**config.mk**
```make
export PLATFORM = sky130hd
export DESIGN_NAME = nonce_scheduler
export DESIGN_NICKNAME = d
export VERILOG_FILES = /design/src/rtl/nonce_scheduler.sv
export SDC_FILE = /design/constraint.sdc
export NUM_CORES = 1
export LEC_CHECK = 0
export CAP_MARGIN = 20
export CELL_PAD_IN_SITES_DETAIL_PLACEMENT = 0
export CELL_PAD_IN_SITES_GLOBAL_PLACEMENT = 1
export CORE_AREA = 3 3 141 280
export CTS_BUF_LIST = sky130_fd_sc_hd__clkbuf_4 sky130_fd_sc_hd__clkbuf_8 sky130_fd_sc_hd__clkbuf_16
export DETAILED_ROUTE_END_ITERATION = 10
export DIE_AREA = 0 0 144 283
export MAX_ROUTING_LAYER = met4
export PLACE_DENSITY = 0.8
export SLEW_MARGIN = 20
export SYNTH_ARGS = -nofsm -noshare
export SYNTH_HDL_FRONTEND = slang
export SYNTH_SLANG_ARGS = --single-unit
```
**constraint.sdc**
```tcl
create_clock -name hash_clk -period 6.4 [get_ports hash_clk]
set_input_delay 1.28 -clock hash_clk [delete_from_list [all_inputs] [get_ports hash_clk]]
set_output_delay 1.28 -clock hash_clk [all_outputs]
set_load 0.01 [all_outputs]
```
**src/rtl/nonce_scheduler.sv**
```systemverilog
// nonce_scheduler
//   Cuts one job's nonce range into 2^CHUNK_LOG2-sized chunks and hands them
//   to idle hashing cores in round-robin order. It also merges the cores'
//   golden-nonce reports, round-robin, onto the single golden_nonce /
//   new_golden_nonce pair. The block runs in the hash_clk domain and
//   sequences job start, abort, drain and completion.
//
// Ports
//   hash_clk, reset        clock, synchronous active-high reset
//   new_work               1-cycle pulse; nonce_min/nonce_max valid with it
//   nonce_min, nonce_max   inclusive job range
//   core_idle[i]           core i can accept a chunk
//   core_start[i]          one-hot dispatch pulse; core_nonce_start/end valid
//   core_abort             1-cycle pulse: all cores drop chunk and found state
//   core_found[i]          core i holds a golden nonce (level until acked)
//   core_golden            core i nonce in bits [32*i+31:32*i]
//   core_found_ack[i]      one-hot acknowledge of a reported nonce
//   golden_nonce           last reported nonce (holds between reports)
//   new_golden_nonce       1-cycle pulse with a new golden_nonce
//   job_busy               job in DISPATCH or DRAIN
//   job_done               1-cycle pulse at job completion
//
// Optional build macro SCHED_STATS_EN adds two saturating counters:
//   chunks_issued          number of core_start pulses
//   goldens_reported       number of new_golden_nonce pulses
// Both counters are cleared by reset and by new_work.

module nonce_scheduler #(
    parameter int NUM_CORES  = 4,
    parameter int CHUNK_LOG2 = 20
) (
    input  logic                    hash_clk,
    input  logic                    reset,
    input  logic                    new_work,
    input  logic [31:0]             nonce_min,
    input  logic [31:0]             nonce_max,
    input  logic [NUM_CORES-1:0]    core_idle,
    output logic [NUM_CORES-1:0]    core_start,
    output logic [31:0]             core_nonce_start,
    output logic [31:0]             core_nonce_end,
    output logic                    core_abort,
    input  logic [NUM_CORES-1:0]    core_found,
    input  logic [32*NUM_CORES-1:0] core_golden,
    output logic [NUM_CORES-1:0]    core_found_ack,
    output logic [31:0]             golden_nonce,
    output logic                    new_golden_nonce,
    output logic                    job_busy,
    output logic                    job_done
`ifdef SCHED_STATS_EN
    ,
    output logic [31:0]             chunks_issued,
    output logic [31:0]             goldens_reported
`endif
);

    localparam int          PTR_W      = (NUM_CORES > 1) ? $clog2(NUM_CORES) : 1;
    localparam logic [32:0] CHUNK_SPAN = 33'((64'd1 << CHUNK_LOG2) - 64'd1);

    typedef enum logic [1:0] {
        ST_IDLE,
        ST_DISPATCH,
        ST_DRAIN
    } state_t;

    // Round-robin pick: returns {hit, index} of the first request at or
    // after ptr. Scanning from the farthest offset down lets the nearest
    // request overwrite the result, so no early exit is needed.
    function automatic logic [PTR_W:0] rr_pick(input logic [NUM_CORES-1:0] req,
                                               input logic [PTR_W-1:0]     ptr);
        logic [PTR_W:0]   res;
        logic [PTR_W-1:0] ix;
        int               idx;
        res = '0;
        for (int k = NUM_CORES - 1; k >= 0; k--) begin
            idx = int'(ptr) + k;
            if (idx >= NUM_CORES) idx = idx - NUM_CORES;
            ix = PTR_W'(idx);
            if (req[ix]) res = {1'b1, ix};
        end
        return res;
    endfunction

    function automatic logic [PTR_W-1:0] ptr_inc(input logic [PTR_W-1:0] p);
        int t;
        t = int'(p) + 1;
        if (t >= NUM_CORES) t = 0;
        return PTR_W'(t);
    endfunction

    state_t                       state_q, state_d;
    logic [31:0]                  next_nonce_q, next_nonce_d;
    logic [31:0]                  nonce_max_q, nonce_max_d;
    logic [PTR_W-1:0]             disp_ptr_q, disp_ptr_d;
    logic [PTR_W-1:0]             found_ptr_q, found_ptr_d;
    logic [NUM_CORES-1:0]         core_start_q, core_start_d;
    logic [31:0]                  core_nonce_start_q, core_nonce_start_d;
    logic [31:0]                  core_nonce_end_q, core_nonce_end_d;
    logic                         core_abort_q, core_abort_d;
    logic                         abort_dly_q, abort_dly_d;
    logic [NUM_CORES-1:0]         core_found_ack_q, core_found_ack_d;
    logic [31:0]                  golden_nonce_q, golden_nonce_d;
    logic                         new_golden_q, new_golden_d;
    logic                         job_done_q, job_done_d;
`ifdef SCHED_STATS_EN
    logic [31:0]                  chunks_issued_q, chunks_issued_d;
    logic [31:0]                  goldens_reported_q, goldens_reported_d;
`endif

    logic [NUM_CORES-1:0][31:0]   golden_arr;
    logic [32:0]                  chunk_sum;
    logic [31:0]                  chunk_end;
    logic [PTR_W:0]               disp_pick;
    logic [PTR_W:0]               found_pick;
    logic [NUM_CORES-1:0]         found_req;

    assign golden_arr = core_golden;
    assign job_busy   = (state_q != ST_IDLE);

    always_comb begin
        state_d            = state_q;
        next_nonce_d       = next_nonce_q;
        nonce_max_d        = nonce_max_q;
        disp_ptr_d         = disp_ptr_q;
        found_ptr_d        = found_ptr_q;
        core_start_d       = '0;
        core_nonce_start_d = core_nonce_start_q;
        core_nonce_end_d   = core_nonce_end_q;
        core_abort_d       = 1'b0;
        abort_dly_d        = core_abort_q;
        core_found_ack_d   = '0;
        golden_nonce_d     = golden_nonce_q;
        new_golden_d       = 1'b0;
        job_done_d         = 1'b0;
`ifdef SCHED_STATS_EN
        chunks_issued_d    = chunks_issued_q;
        goldens_reported_d = goldens_reported_q;
`endif

        // A 33-bit sum catches the carry, so the last chunk clamps to
        // nonce_max and never wraps back to zero.
        chunk_sum = {1'b0, next_nonce_q} + CHUNK_SPAN;
        chunk_end = (chunk_sum[32] || (chunk_sum[31:0] > nonce_max_q)) ?
                    nonce_max_q : chunk_sum[31:0];

        // A core started last cycle still shows idle for one cycle.
        disp_pick = rr_pick(core_idle & ~core_start_q, disp_ptr_q);

        // Mask the core acked this cycle (its found flag is still high) and
        // mask every core for two cycles after an abort, so a report from
        // the old job cannot slip through.
        found_req  = core_found & ~core_found_ack_q &
                     {NUM_CORES{~(core_abort_q | abort_dly_q)}};
        found_pick = rr_pick(found_req, found_ptr_q);

        if (new_work) begin
            // new_work overrides any dispatch or found grant in this cycle.
            nonce_max_d  = nonce_max;
            next_nonce_d = nonce_min;
            core_abort_d = job_busy;
            if (nonce_min > nonce_max) begin
                state_d    = ST_IDLE;
                job_done_d = 1'b1;
            end else begin
                state_d = ST_DISPATCH;
            end
        end else begin
            case (state_q)
                ST_DISPATCH: begin
                    if (disp_pick[PTR_W]) begin
                        core_start_d       = NUM_CORES'(1) << disp_pick[PTR_W-1:0];
                        core_nonce_start_d = next_nonce_q;
                        core_nonce_end_d   = chunk_end;
                        next_nonce_d       = chunk_end + 32'd1;
                        disp_ptr_d         = ptr_inc(disp_pick[PTR_W-1:0]);
                        if (chunk_end == nonce_max_q) state_d = ST_DRAIN;
                    end
                end
                ST_DRAIN: begin
                    if ((&core_idle) && !(|core_found) && !(|core_start_q)) begin
                        job_done_d = 1'b1;
                        state_d    = ST_IDLE;
                    end
                end
                default: ;
            endcase

            if (found_pick[PTR_W]) begin
                golden_nonce_d   = golden_arr[found_pick[PTR_W-1:0]];
                new_golden_d     = 1'b1;
                core_found_ack_d = NUM_CORES'(1) << found_pick[PTR_W-1:0];
                found_ptr_d      = ptr_inc(found_pick[PTR_W-1:0]);
            end
        end

`ifdef SCHED_STATS_EN
        if (new_work) begin
            chunks_issued_d    = '0;
            goldens_reported_d = '0;
        end else begin
            if ((|core_start_q) && (chunks_issued_q != 32'hFFFF_FFFF))
                chunks_issued_d = chunks_issued_q + 32'd1;
            if (new_golden_q && (goldens_reported_q != 32'hFFFF_FFFF))
                goldens_reported_d = goldens_reported_q + 32'd1;
        end
`endif
    end

    always_ff @(posedge hash_clk) begin
        if (reset) begin
            state_q            <= ST_IDLE;
            next_nonce_q       <= '0;
            nonce_max_q        <= '0;
            disp_ptr_q         <= '0;
            found_ptr_q        <= '0;
            core_start_q       <= '0;
            core_nonce_start_q <= '0;
            core_nonce_end_q   <= '0;
            core_abort_q       <= 1'b0;
            abort_dly_q        <= 1'b0;
            core_found_ack_q   <= '0;
            golden_nonce_q     <= '0;
            new_golden_q       <= 1'b0;
            job_done_q         <= 1'b0;
`ifdef SCHED_STATS_EN
            chunks_issued_q    <= '0;
            goldens_reported_q <= '0;
`endif
        end else begin
            state_q            <= state_d;
            next_nonce_q       <= next_nonce_d;
            nonce_max_q        <= nonce_max_d;
            disp_ptr_q         <= disp_ptr_d;
            found_ptr_q        <= found_ptr_d;
            core_start_q       <= core_start_d;
            core_nonce_start_q <= core_nonce_start_d;
            core_nonce_end_q   <= core_nonce_end_d;
            core_abort_q       <= core_abort_d;
            abort_dly_q        <= abort_dly_d;
            core_found_ack_q   <= core_found_ack_d;
            golden_nonce_q     <= golden_nonce_d;
            new_golden_q       <= new_golden_d;
            job_done_q         <= job_done_d;
`ifdef SCHED_STATS_EN
            chunks_issued_q    <= chunks_issued_d;
            goldens_reported_q <= goldens_reported_d;
`endif
        end
    end

    assign core_start       = core_start_q;
    assign core_nonce_start = core_nonce_start_q;
    assign core_nonce_end   = core_nonce_end_q;
    assign core_abort       = core_abort_q;
    assign core_found_ack   = core_found_ack_q;
    assign golden_nonce     = golden_nonce_q;
    assign new_golden_nonce = new_golden_q;
    assign job_done         = job_done_q;
`ifdef SCHED_STATS_EN
    assign chunks_issued    = chunks_issued_q;
    assign goldens_reported = goldens_reported_q;
`endif

endmodule

```
==> out/qor.csv, run 1 <==
stage,metric,value,unit
route,via/cell ratio,5.46,
route,total detailed-routing wirelength,54.5,mm
power,Worst IR Drop VDD,0.197,mV
cts,clock-pin slew on the worst setup and hold paths,70,ps
cells_and_area,layout cell share with drive strength beyond 1,8.81,%
power,clock network fraction of design power,29.8,%
yosys,number of flops mapped to enable cells by yosys,0,
placed_design,post-placement cell count,2331,
cts,number of clock buffers inserted by TritonCTS,17,
outcome,outcome,finished clean,
cells_and_area,footprint of the flip-flops and latches,3560,um2
placed_design,hpwl dp,44.4,mm
route,antenna-violating nets left,0,
critical_path,Worst EP required,6790,ps
cts,master cell of the clock root buffer,sky130_fd_sc_hd__clkbuf_16,
yosys,Cell variety after synth,79,
power,internal cell power,0.00243,W
cts,hold buffers post-CTS,0,
cells_and_area,area grow syn2layout,38.0,%
yosys,cell type with the highest aggregate area in the netlist,sky130_fd_sc_hd__dfxtp_1,
critical_path,highest fanout seen on the critical path,7,
global_routing,wire length of the first global-routing pass,79.3,mm
cts,deepest level of the CTS H-tree,4,
cts,clk sinks,178,
route,WL/cell,23.0,um
yosys,largest cells by area after synthesis,"sky130_fd_sc_hd__dfxtp_1, sky130_fd_sc_hd__a21oi_1, sky130_fd_sc_hd__ha_1, sky130_fd_sc_hd__nand2_1, sky130_fd_sc_hd__nor2_1",
critical_path,category of the worst setup path launch point,register,
route,initial drt markers,697,
cells_and_area,final cell count without fillers,2366,
timing,final worst path period need,5920,ps
yosys,flip-flop and latch count after synthesis,178,
route,number of vias after detailed routing,12900,
power,reported leakage power,6.32,nW
yosys,Post-synth ARST share,0,%
placed_design,GPL Wtd Cong,0.995,
die,I/O pin count,311,
power,sequential power share,32.6,%
timing,worst slew slack as a fraction of its limit,31.1,%
timing,worst clock skew on the final layout,16.2,ps
route,final routed DRC violation total,0,
flow_run,max-capacitance violation count,0,
cells_and_area,FILL cells,3827,
cts,Clock Tree Buf Depth,2,
timing,slew at the pin closest to its max-slew limit,1030,ps
cells_and_area,Post-Layout Inst Area,16500,um2
route,length of routed met3 wiring,2.46,mm
critical_path,crit end category,register,
die,initial core utilization,32.0,%
yosys,top cell type's share of synthesized area,29.8,%
die,die boundary height,283,um
cells_and_area,post-layout net count,2164,
global_routing,maximum number of pins on one net before global-route repair,70,
power,combinational group share of total power,37.6,%
die,Core Footprint,37400,um2
global_routing,GRT overflow,0,
global_routing,initial antenna violation count,0,
global_routing,number of global-route vias before repair,13000,
cells_and_area,final design utilization,44.1,%
route,highest routed metal layer,met4,
route,met2 routed wirelength,30.6,mm
worst_hold_path,Hold Crit Class,register to register,
timing,final worst-path cycle share,92.5,%
placed_design,number of buffers added on ports,310,
timing,Highest Clock Rate,169,MHz
yosys,Synth warnings,0,
cells_and_area,area occupied by multi-input gates,7700,um2
die,Die Width,144,um
die,Die Outline Area,40800,um2
power,switching component of the power,0.00143,W
yosys,cell count after synthesis,1597,
yosys,sequential element share of the synthesized area,29.8,%
global_routing,GRT Total Usage,27.0,%
yosys,most used flip-flop cell after synthesis,sky130_fd_sc_hd__dfxtp_1,
yosys,syn nets,1867,
timing,Final Max Tran Viols,0,
placed_design,total placed instance area,15800,um2
cells_and_area,Antenna Diode Count,0,
yosys,synthesized area,12000,um2
timing,Fin Hold WS,453,ps
route,met1 WL,17.0,mm
timing,final hold violations,0,
critical_path,start-to-end type of the worst setup path,register to register,
yosys,Synth Area per Inst,7.49,um2
route,DRT Pass-1 Iters,8,
power,Pwr Density,234,nW/um2
critical_path,arrival time at the worst endpoint,6310,ps
cts,TritonCTS clock tree,done,
die,Row Count,100,
cts,Clock Latency Late Sink,460,ps
power,switching part of the total power,37.0,%
timing,total setup violations reported at the end of the flow,0,
## stage by stage
stage	TNS [ps]	worst slack, ps	power, W
after floorplan	0	13.9	0.00208
after global placement	0	459	0.00270
after detailed placement	0	327	0.00271
after CTS	0	290	0.00386
after global routing	-12.1	-12.1	0.00404
final	0	479	0.00385
## cells in the final DEF, fill, tap and decap left out, drive strengths merged, types with 13 or more instances in the layout
master	instances
nand4	32
and2	38
nor4	16
nor3	25
nand2	213
a211oi	53
clkbuf	18
ha	67
dfxtp	178
xnor2	62
inv	98
nor2	198
xor2	18
o21ai	41
mux2i	40
nand3	37
buf	81
o211ai	13
nor2b	18
clkdlybuf4s50	308
a311oi	34
a21oi	172
## worst paths after layout
path / from / to / slack, ps / cells past startpoint
worst min-delay path: core_nonce_start[0] / core_nonce_start[0] / 450 / 2
worst max register to register: next_nonce_q[1] / next_nonce_q[22] / 480 / 27
worst max-delay path: next_nonce_q[1] / next_nonce_q[22] / 480 / 27
worst min register to register: core_nonce_start[0] / core_nonce_start[0] / 450 / 2
## sequential cells by signal (all words and copies together) (netlist names)
| signal | cells |
|---|---|
| abort_dly_q | 1 |
| core_abort | 1 |
| core_found_ack | 4 |
| core_nonce_end | 32 |
| core_nonce_start | 32 |
| core_start | 4 |
| disp_ptr_q | 2 |
| found_ptr_q | 2 |
| golden_nonce | 32 |
| job_done | 1 |
| new_golden_nonce | 1 |
| next_nonce_q | 32 |
| nonce_max_q | 32 |
| state_q | 2 |
## worst max-delay path: stages, from the launching register on
cell and delay [ps]:
sky130_fd_sc_hd__dfxtp_1 380, sky130_fd_sc_hd__inv_1 80, sky130_fd_sc_hd__ha_1 240, sky130_fd_sc_hd__nor3b_4 350, sky130_fd_sc_hd__nand3_1 250, sky130_fd_sc_hd__or3_1 420
sky130_fd_sc_hd__xor2_1 150, sky130_fd_sc_hd__buf_4 160, sky130_fd_sc_hd__inv_1 40, sky130_fd_sc_hd__ha_1 280, sky130_fd_sc_hd__nand3_1 90, sky130_fd_sc_hd__nor3_1 80
sky130_fd_sc_hd__a221o_1 320, sky130_fd_sc_hd__o31ai_1 340, sky130_fd_sc_hd__nand3_2 230, sky130_fd_sc_hd__o21ai_0 260, sky130_fd_sc_hd__ha_1 220, sky130_fd_sc_hd__inv_1 50
sky130_fd_sc_hd__or4_1 570, sky130_fd_sc_hd__nor2_1 150, sky130_fd_sc_hd__nand3_1 100, sky130_fd_sc_hd__a31oi_1 250, sky130_fd_sc_hd__a31oi_4 130, sky130_fd_sc_hd__buf_4 230
sky130_fd_sc_hd__a21oi_1 150, sky130_fd_sc_hd__xnor2_1 140, sky130_fd_sc_hd__nor2_1 60, sky130_fd_sc_hd__o21ai_1 140
## per-layer routing
layer	track usage, %	vias to the layer above
met4	18.2	0
met1	22.6	6101
met2	52.0	497
met5	-	-
met3	4.35	147
li1	-	6176
## cell usage after synthesis (all sizes together), types with 18 or more instances
cell and count:
and2 38, a311oi 34, dfxtp 178, ha 67, nand4 32, a211oi 53
nand3 37, nand2 213, xor2 18, inv 91, nor2 198, o21ai 41
a21oi 172, mux2i 40, nor3 25, clkbuf 86, xnor2 62, buf 25
nor2b 18
## power groups by stage
| stage | combinational [W] | sequential (W) | clock [W] |
|---|---|---|---|
| 3_5_place_dp | 0.00143 | 0.00128 | 0 |
| 4_1_cts | 0.00144 | 0.00125 | 0.00117 |
| 3_3_place_gp | 0.00142 | 0.00127 | 0 |
| 5_1_grt | 0.00157 | 0.00126 | 0.00121 |
| 2_1_floorplan | 0.000806 | 0.00127 | 0 |
| 6_report | 0.00145 | 0.00125 | 0.00115 |
## cells by family after synthesis
| group | share of synthesized area, % |
|---|---|
| buf+inv | 6.60 |
| flops | 29.8 |
| fa+ha+maj | 7.01 |
| compound gates | 20.7 |
| xor+xnor | 6.61 |
| mux | 3.72 |
| simple gates | 25.5 |
## cell type report
class	instances	area share, %
Timing Repair Buffer	389	22.4
Inverter	91	2.07
Clock inverter	14	1.17
Tap cell	459	3.48
Clock buffer	18	2.66
Sequential cell	178	21.6
Multi-Input combinational cell	1217	46.7
## repair_timing
action | CTS | global route
setup endpoints to repair | 0 | 8
gates resized for setup | 0 | 8
setup buffers | 0 | 3
Power figures use the tool's default switching activity.
==> inputs of run 2 (changes only) <==
- CORE_AREA: 3 3 141 280 -> 3 3 139 276
- CTS_BUF_LIST: sky130_fd_sc_hd__clkbuf_4 sky130_fd_sc_hd__clkbuf_8 sky130_fd_sc_hd__clkbuf_16 -> sky130_fd_sc_hd__clkbuf_4 sky130_fd_sc_hd__clkbuf_8
- DIE_AREA: 0 0 144 283 -> 0 0 142 279
- PLACE_DENSITY: 0.8 -> 0.81
==> out/qor.csv, run 2 (synthesis gave the netlist of run 1 again) <==
stage,metric,value,unit,change
critical_path,delay of the slowest critical-path stage,550,ps,-20 ps
die,initial core utilization,32.7,%,+0.76 points
worst_hold_path,Hold Crit Class,register to register,,
cells_and_area,FILL cells,3700,,-3.3%
cells_and_area,"commonest non-fill, non-tap cell in the layout",sky130_fd_sc_hd__clkdlybuf4s50_1,,
power,Worst IR Drop VDD,0.160,mV,-19%
cts,deepest level of the CTS H-tree,4,,unchanged
global_routing,GRT overflow,0,,unchanged
critical_path,crit end category,register,,
cts,hold buffers post-CTS,0,,unchanged
route,DRT Pass-1 Iters,8,,unchanged
cts,TritonCTS clock tree,done,,
cells_and_area,Post-Layout Inst Area,16300,um2,-1.3%
critical_path,arrival time at the worst endpoint,6350,ps,+40 ps
route,final routed DRC violation total,0,,unchanged
die,die boundary height,279,um,-1.4%
timing,worst slew slack as a fraction of its limit,27.8,%,-3.3 points
critical_path,highest fanout seen on the critical path,7,,unchanged
global_routing,global routing's busiest layer,met2,,
power,reported leakage power,6.22,nW,-1.6%
cts,number of clock buffers inserted by TritonCTS,17,,unchanged
timing,Final Max Tran Viols,0,,unchanged
cts,Clock Latency Late Sink,530,ps,+70 ps
global_routing,GRT met1 Usage,22.6,%,about the same
outcome,outcome,finished clean,,
cells_and_area,footprint of the flip-flops and latches,3560,um2,unchanged
die,Die Outline Area,39600,um2,-2.8%
flow_run,max-capacitance violation count,0,,unchanged
timing,final hold violations,0,,unchanged
power,Pwr Density,221,nW/um2,-5.3%
timing,worst clock skew on the final layout,20.3,ps,+4.12 ps
route,WL/cell,23.8,um,+3.3%
global_routing,number of global-route vias before repair,13200,,+1.4%
global_routing,wire length of the first global-routing pass,80.7,mm,+1.8%
cts,clock-pin slew on the worst setup and hold paths,100,ps,+30 ps
route,antenna-violating nets left,0,,unchanged
placed_design,post-place setup slack,534,ps,+207 ps
die,Row Count,99,,-1.0%
cells_and_area,layout cell share with drive strength beyond 1,8.51,%,-0.30 points
timing,final worst path period need,5890,ps,-32.2 ps
timing,total setup violations reported at the end of the flow,0,,unchanged
global_routing,met3 Track Usage GR,4.42,%,+0.067 points
cells_and_area,area occupied by multi-input gates,7710,um2,about the same
cells_and_area,"commonest cells after routing, fill and taps aside","sky130_fd_sc_hd__clkdlybuf4s50_1, sky130_fd_sc_hd__nand2_1, sky130_fd_sc_hd__nor2_1",,
critical_path,Worst EP required,6860,ps,+70 ps
global_routing,routing usage on met2,54.8,%,+2.7 points
die,I/O pin count,311,,unchanged
timing,slew at the pin closest to its max-slew limit,1080,ps,+49.6 ps
placed_design,hpwl dp,45.9,mm,+3.5%
critical_path,category of the worst setup path launch point,register,,
cells_and_area,post-layout net count,2160,,-0.18%
cts,clk sinks,178,,unchanged
placed_design,GPL Wtd Cong,1.05,,+6.1%
global_routing,initial antenna violation count,3,,+3
route,total detailed-routing wirelength,56.2,mm,+3.1%
cells_and_area,area grow syn2layout,36.2,%,
placed_design,total placed instance area,15800,um2,-0.13%
power,Final Power,0.00360,W,-6.5%
critical_path,start-to-end type of the worst setup path,register to register,,
cells_and_area,final design utilization,44.6,%,+0.45 points
route,via/cell ratio,5.45,,-0.15%
global_routing,GRT Total Usage,28.5,%,+1.5 points
timing,setup_tns,0,ps,unchanged
timing,slack of the critical path,511,ps,+32.2 ps
cts,master cell of the clock root buffer,sky130_fd_sc_hd__clkbuf_8,,
route,initial drt markers,724,,+3.9%
route,number of vias after detailed routing,12900,,-0.40%
critical_path,Critical-path top delay cell,sky130_fd_sc_hd__or4_1,,
timing,Highest Clock Rate,170,MHz,+0.55%
timing,final worst-path cycle share,92.0,%,-0.50 points
cts,Clock Tree Buf Depth,2,,unchanged
placed_design,number of buffers added on ports,310,,unchanged
die,Core Footprint,36500,um2,-2.3%
global_routing,maximum number of pins on one net before global-route repair,73,,+4.3%
die,Die Width,142,um,-1.4%
[run 2: final timing paths]
| check | startpoint | end | slack, ps | depth (start not counted) |
|---|---|---|---|---|
| hold reg to reg | core_nonce_end[5] | core_nonce_end[5] | 460 | 2 |
| hold / removal | core_nonce_end[5] | core_nonce_end[5] | 460 | 2 |
| setup reg to reg | next_nonce_q[1] | next_nonce_q[22] | 510 | 28 |
| setup / recovery | next_nonce_q[1] | next_nonce_q[22] | 510 | 28 |
[run 2: cell type report]
type / count / share of cell area (%)
Multi-Input combinational cell: 1217 / 47.3
Tap cell: 454 / 3.49
Antenna cell: 3 / 0.0461
Timing Repair Buffer: 385 / 22.5
Sequential cell: 178 / 21.9
Clock buffer: 21 / 1.66
Inverter: 91 / 2.10
Clock inverter: 11 / 1.03
[run 2: timing repair]
item                                   in CTS  in global routing
resized for setup                           0                  6
setup buffers                               0                  1
setup endpoints to repair                   0                  5
endpoints found under the hold margin       0                  0
[run 2: per-stage QoR]
stage               cells  hold WS, ps
finish               2360          458
global route         2360          477
CTS                  2356          463
detailed placement   2324          449
global placement     2324          444
floorplan            1597          466
[run 2: critical path, delay by kind of cell (launching register included)]
family          cells  cell delay, ps
fa+ha+maj           3             760
buf+inv             4             480
simple gates       12            2550
flops               1             400
compound gates      7            1220
xor+xnor            2             400
[run 2: power breakdown]
group / internal [W] / switching (W) / total (W)
Sequential: 0.00118 / 0.0000786 / 0.00126
Combinational: 0.000600 / 0.000850 / 0.00145
Clock: 0.000421 / 0.000469 / 0.000890
Total: 0.00221 / 0.00140 / 0.00360
[run 2: per-layer routing]
| metal | vias to the layer above | part of all wire, % |
|---|---|---|
| met3 | 184 | 4.6 |
| li1 | 6167 | - |
| met5 | - | 0 |
| met4 | 0 | 9.8 |
| met1 | 5988 | 30 |
| met2 | 530 | 56 |
==> inputs of run 3 (changes only) <==
- CORE_AREA: 3 3 139 276 -> 5 5 141 278
- CTS_CLUSTER_SIZE: unset -> 16
- DIE_AREA: 0 0 142 279 -> 0 0 146 283
- SLEW_MARGIN: 20 -> unset
==> out/qor.csv, run 3 (synthesis gave the netlist of run 1 again) <==
stage,metric,value,unit,change
outcome,outcome,finished clean,,
timing,slew at the pin closest to its max-slew limit,1030,ps,-55.2 ps
critical_path,arrival time at the worst endpoint,6480,ps,+130 ps
placed_design,number of buffers added on ports,310,,unchanged
cells_and_area,post-layout net count,2148,,-0.56%
cts,clock-pin slew on the worst setup and hold paths,110,ps,about the same
placed_design,GPL Wtd Cong,0.954,,-9.5%
cells_and_area,layout cell share with drive strength beyond 1,8.25,%,-0.26 points
timing,total setup violations reported at the end of the flow,0,,unchanged
route,number of vias after detailed routing,12500,,-2.8%
critical_path,Worst EP required,6840,ps,-20 ps
cells_and_area,"commonest non-fill, non-tap cell in the layout",sky130_fd_sc_hd__clkdlybuf4s50_1,,
timing,Final Max Tran Viols,0,,unchanged
cells_and_area,area grow syn2layout,35.6,%,
power,Final Power,0.00347,W,-3.7%
route,initial drt markers,986,,+36%
cts,master cell of the clock root buffer,sky130_fd_sc_hd__clkbuf_8,,
global_routing,initial antenna violation count,1,,-2
timing,Fin Hold WS,454,ps,-3.32 ps
critical_path,start-to-end type of the worst setup path,register to register,,
route,antenna-violating nets left,0,,unchanged
power,Pwr Density,214,nW/um2,-3.3%
placed_design,hpwl dp,35.8,mm,-22%
cts,clk sinks,178,,unchanged
cts,number of clock buffers inserted by TritonCTS,17,,unchanged
global_routing,GRT overflow,0,,unchanged
timing,worst slew slack as a fraction of its limit,31.6,%,+3.8 points
power,Worst IR Drop VDD,0.134,mV,-16%
critical_path,crit end category,register,,
critical_path,highest fanout seen on the critical path,7,,unchanged
die,Die Outline Area,41300,um2,+4.3%
cells_and_area,"commonest cells after routing, fill and taps aside","sky130_fd_sc_hd__clkdlybuf4s50_1, sky130_fd_sc_hd__nand2_1, sky130_fd_sc_hd__nor2_1",,
route,total detailed-routing wirelength,46.2,mm,-18%
timing,Highest Clock Rate,166,MHz,-2.5%
cells_and_area,FILL cells,3725,,+0.68%
route,final routed DRC violation total,0,,unchanged
route,DRT Pass-1 Iters,5,,-3
route,via/cell ratio,5.32,,-2.4%
cts,TritonCTS clock tree,done,,
global_routing,GRT Total Usage,22.3,%,-6.2 points
cts,Clock Tree Buf Depth,2,,unchanged
critical_path,category of the worst setup path launch point,register,,
cells_and_area,final cell count without fillers,2351,,-0.38%
timing,worst clock skew on the final layout,18.2,ps,-2.12 ps
global_routing,wire length of the first global-routing pass,70.5,mm,-13%
timing,final hold violations,0,,unchanged
flow_run,max-capacitance violation count,0,,unchanged
route,met1 WL,21.5,mm,+29%
die,Row Count,100,,+1.0%
global_routing,maximum number of pins on one net before global-route repair,72,,-1.4%
timing,final worst-path cycle share,94.4,%,+2.3 points
critical_path,Worst R2R Setup Slack,360,ps,-150 ps
placed_design,post-placement cell count,2316,,-0.34%
route,length of routed met3 wiring,3.43,mm,+34%
global_routing,number of global-route vias before repair,12000,,-9.6%
cts,deepest level of the CTS H-tree,4,,unchanged
timing,final worst path period need,6040,ps,+150 ps
cts,Clock Latency Late Sink,510,ps,-20 ps
power,reported leakage power,6.14,nW,-1.3%
route,met2 routed wirelength,20.1,mm,-36%
die,die boundary height,283,um,+1.4%
route,WL/cell,19.7,um,-17%
worst_hold_path,Hold Crit Class,register to register,,
die,Die Width,146,um,+2.8%
die,I/O pin count,311,,unchanged
die,Core Footprint,36900,um2,+1.0%
die,initial core utilization,32.4,%,-0.33 points
route,highest routed metal layer,met4,,
==> run 3: final cells by class <==
cell class / count / area [um2] / area share [%]
diodes: 1 / 2.50 / 0.0154
clock buffers: 19 / 255 / 1.57
clock inverters: 13 / 138 / 0.849
inverters: 91 / 342 / 2.11
multi-input cells: 1217 / 7750 / 47.8
flip-flops and latches: 178 / 3560 / 22.0
well taps: 459 / 574 / 3.54
repair buffers: 373 / 3580 / 22.1
==> run 3: worst paths after layout <==
kind	start	end	cells past startpoint
hold / removal	core_nonce_end[14]	core_nonce_end[14]	2
hold reg to reg	core_nonce_end[14]	core_nonce_end[14]	2
setup / recovery	next_nonce_q[1]	next_nonce_q[26]	25
setup reg to reg	next_nonce_q[1]	next_nonce_q[26]	25
==> run 3: metal layers <==
metal | vias to the layer above | GRT usage, %
met5 | - | -
met4 | 0 | 7.25
met3 | 57 | 4.97
met2 | 461 | 32.5
met1 | 5846 | 30.7
li1 | 6144 | -
==> run 3: power breakdown <==
part	switching, W	internal [W]	total, W
Clock	0.000486	0.000336	0.000822
Combinational	0.000789	0.000599	0.00139
Sequential	0.0000741	0.00118	0.00126
==> run 3: worst max-delay path: stages, from the launching register on <==
cell and delay [ps]:
sky130_fd_sc_hd__dfxtp_1 400, sky130_fd_sc_hd__or4_4 630, sky130_fd_sc_hd__nor3_4 250, sky130_fd_sc_hd__nand2_1 180, sky130_fd_sc_hd__nand4_1 170, sky130_fd_sc_hd__xor2_2 220, sky130_fd_sc_hd__inv_1 70, sky130_fd_sc_hd__ha_1 300
sky130_fd_sc_hd__nand4_1 180, sky130_fd_sc_hd__or3_1 440, sky130_fd_sc_hd__a311oi_2 320, sky130_fd_sc_hd__o31ai_4 180, sky130_fd_sc_hd__nand3_4 160, sky130_fd_sc_hd__nand2_1 60, sky130_fd_sc_hd__o21ai_0 120, sky130_fd_sc_hd__ha_1 220
sky130_fd_sc_hd__inv_1 50, sky130_fd_sc_hd__or4_1 620, sky130_fd_sc_hd__nor2_1 220, sky130_fd_sc_hd__nand3_1 120, sky130_fd_sc_hd__a31oi_2 210, sky130_fd_sc_hd__a31oi_4 110, sky130_fd_sc_hd__nor4_2 360, sky130_fd_sc_hd__xnor2_1 150
sky130_fd_sc_hd__mux2i_1 90, sky130_fd_sc_hd__o21ai_1 150
==> run 3: what timing repair did <==
item                       CTS  global route
buffers inserted             0             2
hold buffers                 0             0
resized for setup            0            17
setup endpoints to repair    0            10
==> run 3: per-stage QoR <==
step	setup WS, ps	util, %	cell area [um2]	TNS [ps]
after global routing	-58.9	43.9	16200	-58.9
after detailed placement	132	42.6	15700	0
after floorplan	13.9	-	12000	0
after CTS	77.9	43.7	16100	0
final	361	43.9	16200	0
after global placement	313	42.6	15700	0
